$ cat src/rtl/mem_fill_pkg.sv
// mem_fill_pkg: shared types for the memory fill engine.
// Provides the pattern-mode and FSM-state encodings used by mem_fill_engine
// and mem_fill_pattern. No ports; imported with mem_fill_pkg::*.
package mem_fill_pkg;

  // Pattern mode encodings as seen on the mode input.
  localparam logic [1:0] MODE_IDENT = 2'b00;
  localparam logic [1:0] MODE_CONST = 2'b01;
  localparam logic [1:0] MODE_DESC  = 2'b10;
  localparam logic [1:0] MODE_RSVD  = 2'b11;

  // FSM state encodings.
  localparam logic [2:0] ST_IDLE   = 3'd0;
  localparam logic [2:0] ST_FILL   = 3'd1;
  localparam logic [2:0] ST_VRFY   = 3'd2;
  localparam logic [2:0] ST_VDRAIN = 3'd3;
  localparam logic [2:0] ST_DONE   = 3'd4;

  typedef enum logic [1:0] {
    IDENT = MODE_IDENT,
    CONST = MODE_CONST,
    DESC  = MODE_DESC,
    RSVD  = MODE_RSVD
  } fill_mode_t;

  typedef enum logic [2:0] {
    IDLE   = ST_IDLE,
    FILL   = ST_FILL,
    VRFY   = ST_VRFY,
    VDRAIN = ST_VDRAIN,
    DONE   = ST_DONE
  } fill_state_t;

endpackage

$ cat src/rtl/mem_fill_pattern.sv
// mem_fill_pattern: expected RAM word for counter index idx.
// Latency: purely combinational. Backpressure: none.
// Ports: idx (counter), mode (latched pattern), fill_value (latched constant),
// word (pattern value). Values are formed at ADDR_W bits then resized to DATA_W.
module mem_fill_pattern
  import mem_fill_pkg::*;
#(
  parameter int ADDR_W = 8,
  parameter int DATA_W = 8,
  parameter int DEPTH  = 256
) (
  input  logic [ADDR_W-1:0] idx,
  input  fill_mode_t        mode,
  input  logic [DATA_W-1:0] fill_value,
  output logic [DATA_W-1:0] word
);

  localparam logic [ADDR_W-1:0] LAST = ADDR_W'(DEPTH - 1);

  always_comb begin
    word = DATA_W'(idx);
    case (mode)
      CONST:   word = fill_value;
      DESC:    word = DATA_W'(LAST - idx);
      default: word = DATA_W'(idx);   // IDENT and the reserved code
    endcase
  end

endmodule

$ cat src/rtl/mem_fill_engine.sv
// mem_fill_engine: writes an IDENT/CONST/DESC pattern to DEPTH RAM words, one per clock.
// Latency: first write the cycle after start; done DEPTH+1 cycles after start
// (2*DEPTH+2 with read-back verify). Backpressure: none; start is ignored while busy.
// Ports: clk, reset_task (async, active high), start/abort control, mode/fill_value
// (latched on start), q (RAM read data, 1-cycle latency), address/data/write_enable
// to the RAM, busy/done status, error/err_addr verify result.
// Optional feature: define MEM_FILL_VERIFY_EN to compile in the read-back verify pass.
module mem_fill_engine
  import mem_fill_pkg::*;
#(
  parameter int ADDR_W = 8,
  parameter int DATA_W = 8,
  parameter int DEPTH  = 256
) (
  input  logic              clk,
  input  logic              reset_task,
  input  logic              start,
  input  logic              abort,
  input  logic [1:0]        mode,
  input  logic [DATA_W-1:0] fill_value,
  input  logic [DATA_W-1:0] q,
  output logic [ADDR_W-1:0] address,
  output logic [DATA_W-1:0] data,
  output logic              write_enable,
  output logic              busy,
  output logic              done,
  output logic              error,
  output logic [ADDR_W-1:0] err_addr
);

  localparam logic [ADDR_W-1:0] LAST = ADDR_W'(DEPTH - 1);

  fill_state_t       state;
  logic [ADDR_W-1:0] i;
  fill_mode_t        mode_q;
  logic [DATA_W-1:0] fill_q;
  logic [ADDR_W-1:0] pat_idx;
  logic [DATA_W-1:0] pat_word;
  logic              at_last;

  assign at_last = (i == LAST);

  // i is returned to 0 on every exit from FILL/VRFY, so it idles at 0 and
  // can drive the address port directly.
  always_ff @(posedge clk or posedge reset_task) begin
    if (reset_task) begin
      state  <= IDLE;
      i      <= '0;
      mode_q <= IDENT;
      fill_q <= '0;
    end else if (abort) begin
      // abort outranks every transition, including a start in IDLE
      state <= IDLE;
      i     <= '0;
    end else begin
      case (state)
        IDLE: begin
          if (start) begin
            state  <= FILL;
            i      <= '0;
            mode_q <= fill_mode_t'(mode);
            fill_q <= fill_value;
          end
        end
        FILL: begin
          if (at_last) begin
            i     <= '0;
`ifdef MEM_FILL_VERIFY_EN
            state <= VRFY;
`else
            state <= DONE;
`endif
          end else begin
            i <= i + 1'b1;
          end
        end
`ifdef MEM_FILL_VERIFY_EN
        VRFY: begin
          if (at_last) begin
            i     <= '0;
            state <= VDRAIN;
          end else begin
            i <= i + 1'b1;
          end
        end
        VDRAIN: state <= DONE;
`endif
        DONE:    state <= IDLE;
        default: state <= IDLE;
      endcase
    end
  end

  assign busy         = (state != IDLE);
  assign write_enable = (state == FILL);
  assign done         = (state == DONE);
  assign address      = i;
  assign data         = write_enable ? pat_word : '0;

`ifdef MEM_FILL_VERIFY_EN
  // Read data lags the address by one cycle, so the comparator checks q
  // against the pattern of the address issued in the previous cycle.
  logic              cmp_vld;
  logic [ADDR_W-1:0] cmp_addr;
  logic              error_q;
  logic [ADDR_W-1:0] err_addr_q;

  // The generator is shared: FILL uses the live counter, verify the lagged one.
  assign pat_idx = (state == FILL) ? i : cmp_addr;

  always_ff @(posedge clk or posedge reset_task) begin
    if (reset_task) begin
      cmp_vld    <= 1'b0;
      cmp_addr   <= '0;
      error_q    <= 1'b0;
      err_addr_q <= '0;
    end else begin
      cmp_vld  <= (state == VRFY) && !abort;
      cmp_addr <= i;
      if (state == IDLE && start && !abort) begin
        error_q    <= 1'b0;
        err_addr_q <= '0;
      end else if (cmp_vld && !abort && !error_q && (q != pat_word)) begin
        // only the first mismatch is recorded
        error_q    <= 1'b1;
        err_addr_q <= cmp_addr;
      end
    end
  end

  assign error    = error_q;
  assign err_addr = err_addr_q;
`else
  logic unused_q;
  assign unused_q = ^q;
  assign pat_idx  = i;
  assign error    = 1'b0;
  assign err_addr = '0;
`endif

  mem_fill_pattern #(
    .ADDR_W (ADDR_W),
    .DATA_W (DATA_W),
    .DEPTH  (DEPTH)
  ) u_pattern (
    .idx        (pat_idx),
    .mode       (mode_q),
    .fill_value (fill_q),
    .word       (pat_word)
  );

endmodule

$ cat config.mk
export PLATFORM = sky130hd
export DESIGN_NAME = mem_fill_engine
export DESIGN_NICKNAME = d
export VERILOG_FILES = /design/src/rtl/mem_fill_pkg.sv /design/src/rtl/mem_fill_pattern.sv /design/src/rtl/mem_fill_engine.sv
export SDC_FILE = /design/constraint.sdc
export NUM_CORES = 1
export LEC_CHECK = 0
export ABC_AREA = 1
export ABC_CLOCK_PERIOD_IN_PS = 1700
export BUFFER_PORTS_ARGS = -buffer_cell sky130_fd_sc_hd__buf_4
export CORE_UTILIZATION = 34
export CTS_BUF_LIST = sky130_fd_sc_hd__clkbuf_8
export DETAILED_ROUTE_END_ITERATION = 16
export PLACE_DENSITY_LB_ADDON = 0.1
export SETUP_SLACK_MARGIN = 0.1
export SLEW_MARGIN = 25
export SYNTH_ARGS = -nofsm -noshare
export SYNTH_HDL_FRONTEND = slang
export SYNTH_SLANG_ARGS = --single-unit
$ cat constraint.sdc
create_clock -name clk -period 1.7 [get_ports clk]
set_input_delay 0.425 -clock clk [delete_from_list [all_inputs] [get_ports clk]]
set_output_delay 0.425 -clock clk [all_outputs]
set_load 0.1 [all_outputs]
* Word-level counts from Yosys, hierarchy flattened
Cells that the tools add are included.
W data, S select, Z words.
** Word-level totals
- Register bits :: 21
- Input port bits :: 22
- Output and inout bits :: 28
- Word-level logic and storage cells :: 30
** Operators by class
- Add/sub/neg operators :: 2
- Eq/ne operators :: 7
- Muxes and demuxes :: 10
- Bitwise operators :: 1
- Reductions and logical operators :: 6
** Operators with widths (count)
- $mux W8 :: 4
- $pmux W8 S2 :: 2
- $mux W3 :: 3
- $add A8 B1 Y8 const B :: 1
- $eq A8 B8 Y1 const B :: 1
- $sub A8 B8 Y8 const A :: 1
- $pmux W3 S2 :: 1
- $reduce_bool A3 Y1 :: 2
- $reduce_and A2 Y1 :: 2
- $eq A3 B1 Y1 const B :: 1
- $eq A3 B3 Y1 const B :: 1
- $logic_not A3 Y1 :: 1
- $ne A3 B2 Y1 const B :: 1
- $ne A3 B3 Y1 const B :: 1
- $reduce_and A3 Y1 :: 1
- $eq A2 B1 Y1 const B :: 1
- $eq A2 B2 Y1 const B :: 1
- $not A1 Y1 :: 1

* Longest topological paths before layout
- Depth after elaboration :: 4
- Mapped depth :: 8
- Depth with buffers taken out :: 8

* Hierarchy
Synthesis repeated with hierarchy kept, for this count alone.
** Unflattened totals
- Cell total of the unflattened synthesis :: 211
- Area total of the unflattened synthesis :: 1393.8 um^2
** By module, submodules not included
- mem_fill_engine :: instances 1, cells an instance 147, area each 1121.1 um^2, seq. area each 500.5 um^2
- mem_fill_pattern :: instances 1, cells an instance 64, area each 272.8 um^2, seq. area each 0.0 um^2

* Worst setup path after synthesis
No wires, ideal clock.
- Kind :: reg2out
- From :: reg i[2] (netlist: address[2])
- To :: out data[2]
- Arrival :: 2.691 ns
- Required time :: 1.275 ns
- Setup slack :: -1.416 ns
- Cell stages (with the launch flop) :: 3
- Path through :: dfrtp_1 -> o21ai_0 -> a21oi_1
** Between the ends
- Cells in the longest elaborated chain, start to end :: 3
** Ends and longest elaborated chain
- start, declared :: RTL line mem_fill_engine.sv:34 : logic [ADDR_W-1:0] i;
- start signal, assigned :: RTL line mem_fill_engine.sv:74 : i <= i + 1'b1;
- $sub A8 B8 Y8 :: RTL line mem_fill_pattern.sv:24 : DESC: word = DATA_W'(LAST - idx);
- $pmux W8 S2 (*) :: RTL line mem_fill_pattern.sv:22 : case (mode)
- $mux W8 (*) :: RTL line mem_fill_engine.sv:98 : assign data = write_enable ? pat_word : '0;
- end, declared :: RTL line mem_fill_engine.sv:23 : output logic [DATA_W-1:0] data,
Mark *: on every way between the ends. The rest lies on a longest branch, timed or not.

* Final worst setup path
- From :: reg mode_q[1]
- To :: out data[6]
** Between the ends
- Cells in the longest elaborated chain, start to end :: 3
- Elaborated cells between the ends (all ways) :: 4
- Classes of those cells :: eq/ne (2); mux (2)
** Ends and longest elaborated chain
- start, declared :: RTL line mem_fill_engine.sv:35 : fill_mode_t mode_q;
- start signal, assigned :: RTL line mem_fill_engine.sv:61 : mode_q <= fill_mode_t'(mode);
- $eq A2 B2 Y1 / $eq A2 B1 Y1 (equally long branches) :: RTL line mem_fill_pattern.sv:22
- $pmux W8 S2 (*) :: RTL line mem_fill_pattern.sv:22
- $mux W8 (*) :: RTL line mem_fill_engine.sv:98
Marks and branches as above.

==> key figures <==
Run status
  – Outcome: finished with violations
  – Failing checks: negative setup slack

Setup path
  – Crit path cell chain: ha_4, inv_8, o21ai_2, a21oi_4, buf_12
  – Critical path data arrival time: 1510 ps
  – Worst EP required: 1270 ps
  – Worst path bufs/invs: 2
  – Crit start category: flop
  – Worst stage delay on the critical path: 410 ps
  – CP max FO: 10
  – Crit path capture type: output pin
  – CP max stage cell: dfrtp_1
  – Crit path max-delay family: flip-flops
  – Crit Path Class: reg2out

Placed design
  – Port bufs: 32
  – DP Wirelength: 2320 um
  – Post-DP Area: 0.00169 mm^2
  – Final Wtd Congestion: 0.858

Timing
  – Max frequency: 0.516 GHz
  – Slew Limit Fails: 0
  – Post-route setup slack: -237 ps
  – Unrepaired setup endpoints after global routing: yes
  – Hold Violations, Final: 0
  – Min Tclk post-route: 1940 ps
  – Clk_skew: 5.27 ps
  – Fin crit share: 114%
  – # setup viols final: 8

Clock network
  – Post-CTS Hold Fix Bufs: 0
  – Worst skew pair latency: 260 ps
  – CTS H-tree lvls: 1
  – Setup repair bufs after CTS: 0
  – CTS buffer count: 3
  – Root Buffer: clkbuf_8
  – CTS max path bufs: 2
  – CTS sink count: 20
  – Clock-pin slew on the worst setup and hold paths: 70 ps
  – CTS tree: yes

Finish
  – Cell area after layout: 0.00194 mm^2
  – Area Growth Syn to Fin: 53.7%
  – Fillers: 334
  – Multi-input logic area: 738 um^2
  – Register area: 515 um^2
  – Most common cell after layout, fill and taps aside: buf_4
  – Nets: 244
  – Most frequent cells in the layout: buf_4, nand2_1, inv_1
  – Share of cells above drive strength 1: 41.3%
  – Diode count: 0

Global route
  – Total congestion overflow: 0
  – Vias in the first global route: 1140
  – Initial antenna violation count: 0
  – Largest net degree at the start of global routing: 22
  – First-pass GRT wire length: 5200 um
  – Overall Global Routing Usage: 16.7%

Synth
  – Syn_area_per_cell: 7.15 um^2
  – Largest family of logic cells by synthesized area: simple AND/OR/NAND/NOR gates
  – Post-synthesis register bit count: 20
  – Synthesized-area fraction occupied by adder cells: 2.97%
  – XOR/XNOR Fraction of Synth Area: 0%
  – Synth Area in Compound Gates: 16.7%
  – Register area share after synthesis: 39.6%
  – Post-Syn Instances: 177
  – Simple logic cell fraction of the synthesized area: 23.7%
  – Netlist Area Pre-Place: 0.00126 mm^2
  – Synth warnings: 0
  – Post-synthesis mux area share: 0%
  – Synth cell types: 21

Floorplan
  – Core Area: 0.00344 mm^2
  – Die W: 63.0 um
  – Initial Utilization: 36.8%
  – Core Rows: 21
  – Io pins: 50
  – Die height: 63.0 um
  – Die area: 0.00397 mm^2

Routing
  – Drt pass-1 iters: 4
  – DR vias: 1217
  – DRT antenna net count: 0
  – WL final: 3060 um
  – Vias per cell: 4.61
  – DRC viols: 0
  – Wire length per cell: 11.6 um
  – DRT iter0 DRCs: 50

Power and ir drop
  – Max IR drop VDD: 0.796 mV
  – Pwr Total: 0.00230 W
  – LEAKAGE: 0.900 nW
  – Pwr dens: 1180 mW/mm^2

Job
  – Max Cap Viol: 0

Min path
  – Min-delay worst type: in2async
per-layer routing:
| layer | global-route usage [%] | vias up | part of all wire, % |
|---|---|---|---|
| met5 | 0 | - | 0 |
| met2 | 30.0 | 37 | 51 |
| met3 | 4.20 | 2 | 5.1 |
| li1 | - | 629 | - |
| met1 | 20.1 | 549 | 44 |
| met4 | 2.62 | 0 | 0.42 |
tightest hold or removal path: cells and delay by family:
family | cells | cell delay (ps)
buffers and inverters | 3 | 410
cell families after synthesis:
logic type / Yosys count
other: 1
buffers and inverters: 45
AO/OA/AOI/OAI: 41
flip-flops: 20
AND/OR/NAND/NOR: 67
adder cells (fa/ha/maj): 3
path summary, 6_finish.rpt:
check	startpoint	end	slack (ps)	depth (start not counted)
worst max register to register	address[0]	address[5]	260	8
max in group asynchronous	reset_task	address[1]	1280	3
min in group clk	fill_value[3]	fill_q[3]	410	3
worst min-delay path	reset_task	address[3]	190	3
worst max-delay path	mode_q[1]	data[6]	-240	5
worst min register to register	fill_q[2]	fill_q[2]	490	2
per-stage QoR:
step / std cells / setup slack (ps) / TNS (ps) / utilization (%) / hold slack (ps)
3_3_place_gp: 260 / -249 / -1840 / 49.1 / 468
5_1_grt: 264 / -321 / -2450 / 56.5 / 225
2_1_floorplan: 185 / -245 / -1700 / - / 388
3_5_place_dp: 260 / -274 / -1960 / 49.1 / 475
6_report: 264 / -237 / -1770 / 56.5 / 190
4_1_cts: 264 / -238 / -1810 / 55.0 / 200
final cells by class:
cell class / instances / area share (%)
clock inverter: 1 / 0.193
clock buffer: 3 / 2.12
sequential: 20 / 26.5
timing repair buffer: 42 / 23.3
multi-input combinational: 120 / 38.0
inverter: 32 / 6.95
tap: 46 / 2.96
registers in the layout, summed over array words and instances (netlist names):
signal	flops
address	8
fill_q	8
mode_q	2
state	2
report_power, final:
part	internal, W	total, W	switching [W]
Sequential	0.000547	0.000594	0.0000474
Clock	0.000161	0.000312	0.000151
Combinational	0.000461	0.00139	0.000929
Yosys cell counts, drive strengths merged:
master	instances	area share [%]
conb	1	0.30
ha	3	3.0
o21ai	19	7.5
clkbuf	1	0.30
buf	12	6.9
inv	32	9.5
nor2	20	7.1
and3	1	0.49
nand4	5	2.5
dfrtp	20	40
o22ai	2	0.99
a21oi	20	8.2
nand2	34	11
nand3	7	2.8
timing repair:
action	in CTS	in global routing
hold endpoints to repair	0	0
setup endpoints to repair	11	11
resized for setup	40	13
pin swaps	3	0
Note: power is estimated with default switching activity, not from simulation.
